<file path="config.mk">
export PLATFORM = sky130hd
export DESIGN_NAME = instr_sequencer
export DESIGN_NICKNAME = d
export VERILOG_FILES = /design/src/rtl/instr_seq_pkg.sv /design/src/rtl/instr_seq_buffer.sv /design/src/rtl/instr_sequencer.sv
export SDC_FILE = /design/constraint.sdc
export NUM_CORES = 1
export LEC_CHECK = 0
export CAP_MARGIN = 20
export CORE_MARGIN = 2
export CORE_UTILIZATION = 38
export CTS_BUF_LIST = sky130_fd_sc_hd__clkbuf_8
export DETAILED_ROUTE_END_ITERATION = 8
export GPL_ROUTABILITY_DRIVEN = 0
export PLACE_DENSITY = 0.55
export SYNTH_ARGS = -nofsm -noshare
export SYNTH_HDL_FRONTEND = slang
export SYNTH_HIERARCHICAL = 1
export SYNTH_SLANG_ARGS = --single-unit
export TNS_END_PERCENT = 5
</file>
<file path="constraint.sdc">
create_clock -name clock -period 9.2 [get_ports clock]
set_clock_uncertainty 0.2 [all_clocks]
set_input_delay 0.92 -clock clock [delete_from_list [all_inputs] [get_ports clock]]
set_output_delay 0.92 -clock clock [all_outputs]
set_load 0.01 [all_outputs]
</file>
<file path="src/rtl/instr_seq_pkg.sv">
// Shared widths, program-word layout, opcode constants and FSM encoding
// for the instruction sequencer and its program buffer.
package instr_seq_pkg;

  localparam int OP_W    = 2;
  localparam int ADDR_W  = 4;
  localparam int INSTR_W = 14;
  localparam int FLAGS_W = 4;
  localparam int WORD_W  = INSTR_W + 1;
  localparam int DATA_W  = 32;

  localparam logic [OP_W-1:0] OP_ADD = 2'b00;
  localparam logic [OP_W-1:0] OP_SUB = 2'b01;
  localparam logic [OP_W-1:0] OP_AND = 2'b10;
  localparam logic [OP_W-1:0] OP_OR  = 2'b11;

  // Position of V inside the datapath {Z,N,C,V} flag vector.
  localparam int FLAG_V = 0;

  typedef struct packed {
    logic [OP_W-1:0]   op;
    logic [ADDR_W-1:0] waddr;
    logic [ADDR_W-1:0] raddr1;
    logic [ADDR_W-1:0] raddr2;
  } instr_t;

  typedef struct packed {
    logic   we;
    instr_t instr;
  } prog_word_t;

  typedef enum logic [1:0] {
    SEQ_IDLE = 2'd0,
    SEQ_RUN  = 2'd1,
    SEQ_DONE = 2'd2
  } seq_state_t;

  function automatic logic flag_v(input logic [FLAGS_W-1:0] flags);
    return flags[FLAG_V];
  endfunction

endpackage

</file>
<file path="src/rtl/instr_seq_buffer.sv">
// Program buffer: DEPTH x 15-bit register array filled in order from index 0,
// with occupancy count, clear, full flag and asynchronous read.
module instr_seq_buffer
  import instr_seq_pkg::*;
#(
  parameter int DEPTH = 16,
  parameter int AW    = $clog2(DEPTH)
) (
  input  logic          clock,
  input  logic          reset_n,
  input  logic          wr_en,
  input  prog_word_t    wr_data,
  input  logic          clear,
  input  logic [AW-1:0] rd_idx,
  output prog_word_t    rd_data,
  output logic [AW:0]   count,
  output logic          full
);

  prog_word_t  mem [DEPTH];
  logic [AW:0] count_q;
  logic [AW:0] count_d;
  logic        wr_accept;

  assign full      = (count_q == (AW+1)'(DEPTH));
  assign wr_accept = wr_en && !full && !clear;
  assign count     = count_q;
  assign rd_data   = mem[rd_idx];

  always_comb begin
    count_d = count_q;
    if (clear) begin
      count_d = '0;
    end else if (wr_accept) begin
      count_d = count_q + 1'b1;
    end
  end

  always_ff @(posedge clock or negedge reset_n) begin
    if (!reset_n) begin
      count_q <= '0;
    end else begin
      count_q <= count_d;
    end
  end

  // Contents need no reset; only entries below count are ever issued.
  always_ff @(posedge clock) begin
    if (wr_accept) begin
      mem[count_q[AW-1:0]] <= wr_data;
    end
  end

endmodule

</file>
<file path="src/rtl/instr_sequencer.sv">
// Program sequencer driving the datapath instruction bus and write_en3 from a
// loadable buffer. Define INSTR_SEQ_FLAG_HALT_EN to stop a run when V is captured.
module instr_sequencer
  import instr_seq_pkg::*;
#(
  parameter  int DEPTH = 16,
  localparam int AW    = $clog2(DEPTH)
) (
  input  logic                clock,
  input  logic                reset_n,
  input  logic                load_valid,
  input  logic [WORD_W-1:0]   load_data,
  output logic                load_ready,
  input  logic                clear,
  input  logic                start,
  input  logic                abort,
  input  logic [DATA_W-1:0]   result_in,
  input  logic [FLAGS_W-1:0]  flags_in,
  output logic [INSTR_W-1:0]  instruction,
  output logic                write_en3,
  output logic                issue_valid,
  output logic [AW-1:0]       pc,
  output logic                busy,
  output logic                done,
  output logic                halted,
  output logic [DATA_W-1:0]   last_result,
  output logic [FLAGS_W-1:0]  last_flags
);

  seq_state_t          state_q, state_d;
  logic [AW-1:0]       pc_q, pc_d;
  instr_t              instr_q, instr_d;
  logic                we_q, we_d;
  logic                halted_q, halted_d;
  logic [DATA_W-1:0]   last_result_q, last_result_d;
  logic [FLAGS_W-1:0]  last_flags_q, last_flags_d;

  logic [AW:0]         buf_count;
  logic                buf_full;
  logic                buf_wr;
  logic                buf_clear;
  prog_word_t          rd_word;
  logic [AW-1:0]       rd_idx;
  logic [AW-1:0]       pc_inc;
  logic [AW-1:0]       last_idx;
  logic                load_ready_int;
  logic                halt_hit;

  assign load_ready_int = (state_q == SEQ_IDLE) && !buf_full && !start;
  assign buf_clear      = (state_q == SEQ_IDLE) && clear;
  assign buf_wr         = load_valid && load_ready_int && !clear;

  // The instruction register is loaded one step ahead, so the buffer is read
  // at the index that will be issued next (entry 0 when leaving IDLE).
  assign pc_inc   = pc_q + 1'b1;
  assign rd_idx   = (state_q == SEQ_RUN) ? pc_inc : '0;
  assign last_idx = AW'(buf_count - 1'b1);

`ifdef INSTR_SEQ_FLAG_HALT_EN
  assign halt_hit = flag_v(flags_in);
`else
  assign halt_hit = 1'b0;
`endif

  instr_seq_buffer #(
    .DEPTH (DEPTH),
    .AW    (AW)
  ) u_buffer (
    .clock   (clock),
    .reset_n (reset_n),
    .wr_en   (buf_wr),
    .wr_data (prog_word_t'(load_data)),
    .clear   (buf_clear),
    .rd_idx  (rd_idx),
    .rd_data (rd_word),
    .count   (buf_count),
    .full    (buf_full)
  );

  always_comb begin
    state_d       = state_q;
    pc_d          = pc_q;
    instr_d       = instr_q;
    we_d          = 1'b0;
    halted_d      = halted_q;
    last_result_d = last_result_q;
    last_flags_d  = last_flags_q;

    case (state_q)
      SEQ_IDLE: begin
        if (start && !clear && (buf_count != '0)) begin
          state_d  = SEQ_RUN;
          pc_d     = '0;
          halted_d = 1'b0;
          instr_d  = rd_word.instr;
          we_d     = rd_word.we;
        end
      end

      SEQ_RUN: begin
        if (abort) begin
          state_d = SEQ_IDLE;
        end else begin
          last_result_d = result_in;
          last_flags_d  = flags_in;
          // Terminal check comes before the increment so pc never wraps.
          if (halt_hit) begin
            state_d  = SEQ_DONE;
            halted_d = 1'b1;
          end else if (pc_q == last_idx) begin
            state_d = SEQ_DONE;
          end else begin
            pc_d    = pc_inc;
            instr_d = rd_word.instr;
            we_d    = rd_word.we;
          end
        end
      end

      SEQ_DONE: begin
        state_d = SEQ_IDLE;
      end

      default: begin
        state_d = SEQ_IDLE;
      end
    endcase
  end

  always_ff @(posedge clock or negedge reset_n) begin
    if (!reset_n) begin
      state_q       <= SEQ_IDLE;
      pc_q          <= '0;
      instr_q       <= '0;
      we_q          <= 1'b0;
      halted_q      <= 1'b0;
      last_result_q <= '0;
      last_flags_q  <= '0;
    end else begin
      state_q       <= state_d;
      pc_q          <= pc_d;
      instr_q       <= instr_d;
      we_q          <= we_d;
      halted_q      <= halted_d;
      last_result_q <= last_result_d;
      last_flags_q  <= last_flags_d;
    end
  end

  assign load_ready  = load_ready_int && reset_n;
  assign instruction = instr_q;
  assign write_en3   = we_q;
  assign issue_valid = (state_q == SEQ_RUN);
  assign busy        = (state_q == SEQ_RUN);
  assign done        = (state_q == SEQ_DONE);
  assign pc          = pc_q;
  assign halted      = halted_q;
  assign last_result = last_result_q;
  assign last_flags  = last_flags_q;

endmodule
</file>
==> results of run 1 <==
## layout by cell type, fill, tap and decap left out, types with 3 or more instances in the layout
cell type        Yosys  layout
and2_1               5       4
a22oi_1             30      30
o21ai_0              4       4
buf_4                8      22
ha_1                 6       6
nor2b_1              5       4
mux4_1              16      16
xor2_1               6       5
o211ai_1            14      14
mux4_2              44      44
o221a_2             14      14
nand2_1            160     160
nor3_2               1       6
xnor2_1              3       3
nor3_1               8       3
clkinv_1             0      15
nor2_1              12      11
clkbuf_8             0      54
inv_1                8      23
nand4_1             18      18
and3_1               5       5
edfxtp_1           240     240
nand2b_1             4       4
a21oi_1              4       4
nand3_1             23      23
dfrtp_1             62      62
clkdlybuf4s50_1      0     114
## registers in the layout, indices dropped and copies added (netlist names)
signal / cells
last_flags: 4
pc: 4
last_result: 32
u_buffer/count: 5
state_q: 2
u_buffer/mem: 240
instruction: 14
write_en3: 1
## power groups by stage
stage / clock (mW) / combinational (mW) / sequential [mW]
after floorplan: 0 / 0.208 / 1.71
after detailed placement: 0 / 0.558 / 1.68
final: 1.04 / 0.554 / 1.65
after global placement: 0 / 0.554 / 1.67
after CTS: 1.07 / 0.559 / 1.65
after global routing: 1.13 / 0.599 / 1.66
## critical path: stages, from the launching register on
cell             delay, ns
dfrtp_1               0.51
inv_1                 0.13
ha_1                  0.28
nand4bb_1             0.20
inv_1                 0.11
nor2_1                0.13
nand2_1               0.07
nor3_1                0.28
clkdlybuf4s50_1       0.61
## per-layer routing
layer / wire (um) / share of wire / global-route usage / vias to the layer above
met3: 2070 / 0.072 / 0.0399 / 29
met4: 426 / 0.015 / 0.0425 / 0
met2: 13400 / 0.46 / 0.269 / 241
met5: 0 / 0 / 0 / -
met1: 13000 / 0.45 / 0.239 / 3574
li1: - / - / - / 3241
## final timing paths
check                                         endpoint                          start  depth (start not counted)  slack [ns]
setup / recovery                            load_ready  u_buffer/count[0]$_DFFE_PN0P_                          8        5.20
hold / removal             last_result[11]$_DFFE_PN0P_    last_result[11]$_DFFE_PN0P_                          2        0.27
setup reg to reg            instruction[3]$_DFFE_PN0P_         state_q[1]$_DFFE_PN0P_                         10        5.26
hold reg to reg            last_result[11]$_DFFE_PN0P_    last_result[11]$_DFFE_PN0P_                          2        0.27
max in group asynchronous   instruction[8]$_DFFE_PN0P_                        reset_n                          3        7.24
min in group asynchronous   last_result[2]$_DFFE_PN0P_                        reset_n                          2        0.54
## metrics by stage
| stage | instances | util | hold slack, ns | power, mW | area (um^2) |
|---|---|---|---|---|---|
| finish | 1378 | 0.462 | 0.271 | 3.24 | 15000 |
| CTS | 1378 | 0.462 | 0.277 | 3.28 | 15000 |
| global route | 1378 | 0.462 | 0.294 | 3.39 | 15000 |
| detailed placement | 1291 | 0.434 | 0.261 | 2.23 | 14100 |
| global placement | 1291 | 0.434 | 0.256 | 2.23 | 14100 |
| floorplan | 762 | - | 0.311 | 1.92 | 12400 |
## logic make-up (layout without fill, tap and decap cells)
group / after synthesis / count (layout) / synth area share
compound gates: 72 / 72 / 0.0481
buf+inv: 58 / 232 / 0.0252
simple gates: 253 / 253 / 0.0937
mux: 60 / 60 / 0.114
xor+xnor: 10 / 10 / 0.00816
flops: 302 / 302 / 0.705
fa+ha+maj: 6 / 6 / 0.00604
other cells: 1 / 1 / 0.000302
## cell type report
cell class / instances / share of cell area
Multi-Input combinational cell: 402 / 0.228
Sequential cell: 302 / 0.586
Clock buffer: 54 / 0.0497
Tap cell: 442 / 0.0370
Clock inverter: 32 / 0.00920
Inverter: 8 / 0.00201
Timing Repair Buffer: 138 / 0.0884
==> out/results.ini, run 1 <==
[status]
outcome = complete, no violations

[worst_setup_path]
arrival_ns = 2.88
critPathKind = reg2out
worstPathMaxFanout = 8
worstPathRequired_ns = 8.08
cp-start-kind = flop
critPathCaptureType = primary output

[floorplanning]
die_h_um = 185
fp-row-count = 66
io_pins = 117
start_util = 0.384
die_area_um2 = 34200
fp.dieW_um = 185
core_um2 = 32400

[pwr]
seqPwrFrac = 0.509
leakage_nw = 5.20
combPwrFrac = 0.171
pwr-share-clk = 0.320
switchingPower_mw = 0.826
p_int_mw = 2.41
pwr_density_cell_nw_per_um2 = 217
p_sw_frac = 0.255
ir_worst_vdd_v = 0.000107

[yosys]
yosys_warnings = 6
synth_flop_cell = edfxtp_1
syn_nets = 825
yosysSeqAreaShare = 0.705
ys_seq_elements = 302
synth_edf_count = 240
ys_top_cells_by_count = edfxtp_1, nand2_1, dfrtp_1
netlist_area_um2 = 12400
yosysUniqueCellTypes = 46
synth_top_area_frac = 0.580
synthCells = 762
yosysMostFrequentCell = edfxtp_1
async_flop_share = 0.205
syn_avg_cell_area_um2 = 16.3
yosysTopAreaCell = edfxtp_1
synthTopCellsByArea = edfxtp_1, dfrtp_1, mux4_2, nand2_1, mux4_1

[cells_and_area]
fillers = 2845
antennaDiodeCount = 0
regArea_um2 = 8760
multi_input_area_um2 = 3410
area_delta_synth_final_pct = 20.4
layout-drive-gt1-share = 0.166
layout.nets = 963

[timing]
min_period_ns = 4.00
max_slew.worst_pin.slew_ns = 1.06
fin_crit_sh = 0.435
fin_ws_ns = 5.20
rsz0062_at_grt = no
hold_violations = 0
max-slew-margin-rel = 0.294
timing.fmax_mhz = 250
final-max-slew-violation-count = 0
finalSetupViolCount = 0
tns_ns = 0

[route]
drc = 0
drtAntennaViolNets = 0
dr.pass1.iters = 5
vias = 7085
wl_per_cell_um = 20.9
routed_wl_mm = 28.9
drt_iter0_markers = 544
via_per_inst = 5.14

[clocking]
max-clock-path-buffers = 3
clock_sinks = 302
cts.repair.resized = 0
ctsHtreeMaxLevel = 2
clk_pin_slew_ns = 0.06
clock_latency_ns = 0.57
cts_hold_buf = 1
cts_made_buffers = 48
clock-root-buffer = clkbuf_8
cts_tree = yes
cts_setup_buffers = 0

[global_route]
grt_overflow = 0
grt_pass1_vias = 7112
antenna_found_initial = 0
grtUsageTotal = 0.170
grt_pass1_wl_mm = 43.4
grt_start_max_net_pins = 61

[placement]
place_ws_ns = 5.24
dp.final_hpwl_mm = 17.4
portBuffers = 115

[min_path]
hp-class = reg2reg

[flow_run]
max_cap_viol_count = 0

Note: power is estimated with default switching activity, not from simulation.
==> inputs of run 2 (changes only) <==
Clock period 9.2 ns to 4 ns, I/O delays scaled along.
==> out/results.ini, run 2 (synthesis gave the netlist of run 1 again) <==
[clocking]
max-clock-path-buffers = 3
clock-root-buffer = clkbuf_8
ctsHtreeMaxLevel = 2
cts_tree = yes
clock_latency_ns = 0.58
clock_sinks = 302
cts.repair.resized = 0
clk_pin_slew_ns = 0.06
cts_made_buffers = 50

[timing]
rsz0062_at_grt = no
finalSetupViolCount = 0
hold_violations = 0
max_slew.worst_pin.slew_ns = 0.830
max-slew-margin-rel = 0.446
tns_ns = 0
final-max-slew-violation-count = 0
min_period_ns = 3.30
fin_crit_sh = 0.826
timing.fmax_mhz = 303
worst_hold_slack_ns = 0.154

[worst_setup_path]
cp_top_family = buffers and inverters
critPathKind = reg2out
worstPathMaxFanout = 8
crit_chain = inv_1 -> ha_1 -> nand4bb_1 -> inv_1 -> nor2_1 -> nand2_1 -> nor3_1 -> clkdlybuf4s50_1
cp-start-kind = flop
worstPathRequired_ns = 3.40
arrival_ns = 2.70
critical-path-slowest-cell = clkdlybuf4s50_1
critPathMaxStageDelay_ns = 0.59
crit_top_cell = inv_1
critical_path_buf_inv_count = 3
critPathCaptureType = primary output

[cells_and_area]
layout.nets = 975
final_cell_mix = edfxtp_1, nand2_1, clkdlybuf4s50_1
largest_register_ffs = 240
area_delta_synth_final_pct = 21.5
layout-drive-gt1-share = 0.182
final_common_cell = edfxtp_1
antennaDiodeCount = 0
fillers = 2872

[floorplanning]
die_h_um = 185
fp.dieW_um = 185
fp-row-count = 66
die_area_um2 = 34200
core_um2 = 32400
io_pins = 117
start_util = 0.384

[pwr]
ir_worst_vdd_v = 0.000206
p_int_mw = 5.62
p_sw_frac = 0.260
switchingPower_mw = 1.98
seqPwrFrac = 0.500
leakage_nw = 5.30
pwr_density_cell_nw_per_um2 = 503
pwr-share-clk = 0.330
combPwrFrac = 0.169

[route]
dr.pass1.iters = 5
via_per_inst = 5.16
vias = 7184
drtAntennaViolNets = 0
drt_iter0_markers = 507
wl_per_cell_um = 21.4
drc = 0
routed_wl_mm = 29.8

[min_path]
hp-class = in2reg

[global_route]
antenna_found_initial = 0
grt_pass1_vias = 7350
grtUsageTotal = 0.177
grt_pass1_wl_mm = 44.6
grt_overflow = 0
grt_start_max_net_pins = 63

[flow_run]
max_cap_viol_count = 0

[placement]
dp.final_hpwl_mm = 17.7
portBuffers = 115

[status]
outcome = complete, no violations

==> run 2: power groups by stage <==
stage          registers (mW)  clock network (mW)  logic [mW]
2_1_floorplan            3.94                   0       0.479
3_3_place_gp             3.86                   0        1.28
3_5_place_dp             3.87                   0        1.29
4_1_cts                  3.80                2.60        1.30
5_1_grt                  3.83                2.73        1.41
6_report                 3.80                2.51        1.29
==> run 2: metrics by stage <==
stage	cells	worst slack (ns)	util	total power, mW	instance area (um^2)
2_1_floorplan	762	0.123	-	4.42	12400
3_3_place_gp	1301	0.875	0.437	5.14	14200
3_5_place_dp	1301	0.843	0.437	5.16	14200
4_1_cts	1393	0.600	0.466	7.70	15100
5_1_grt	1393	0.464	0.466	7.97	15100
6_report	1393	0.697	0.466	7.60	15100
==> run 2: path summary, 6_finish.rpt <==
kind,start,endpoint,slack [ns],depth (start not counted)
max,u_buffer/count[0]$_DFFE_PN0P_,load_ready,0.70,8
min,result_in[0],last_result[0]$_DFFE_PN0P_,0.15,3
max reg2reg,state_q[1]$_DFFE_PN0P_,instruction[1]$_DFFE_PN0P_,0.85,9
min reg2reg,last_result[28]$_DFFE_PN0P_,last_result[28]$_DFFE_PN0P_,0.27,2
max in group asynchronous,reset_n,last_result[1]$_DFFE_PN0P_,2.59,3
min in group asynchronous,reset_n,instruction[10]$_DFFE_PN0P_,0.45,3
==> run 2: what timing repair did <==
| action | in CTS | in global routing |
|---|---|---|
| hold endpoints to repair | 62 | 0 |
| buffers inserted | 0 | 0 |
| hold buffers | 1 | 0 |
==> run 2: layer usage <==
| layer | global-route usage | vias up | wire length [um] |
|---|---|---|---|
| met5 | 0 | - | 0 |
| met1 | 0.234 | 3630 | 13200 |
| met3 | 0.0387 | 56 | 1870 |
| li1 | - | 3264 | - |
| met4 | 0.0540 | 0 | 622 |
| met2 | 0.294 | 234 | 14200 |
==> run 2: area by class of cell <==
class / instances / area [um^2] / share of cell area
clock buffers: 53 / 729 / 0.0483
clock inverters: 38 / 200 / 0.0133
inverters: 8 / 30.0 / 0.00199
multi-input cells: 402 / 3410 / 0.226
flip-flops and latches: 302 / 8760 / 0.580
well taps: 442 / 553 / 0.0366
repair buffers: 148 / 1420 / 0.0941
==> run 2: worst reg2reg max path: cells and delay by family (launching register included) <==
family	cells	cell delay [ns]
and+or+nand+nor	4	0.76
DFF	1	0.50
muxes	1	0.63
buffers and inverters	1	0.36
AOI/OAI and AO/OA	3	0.56
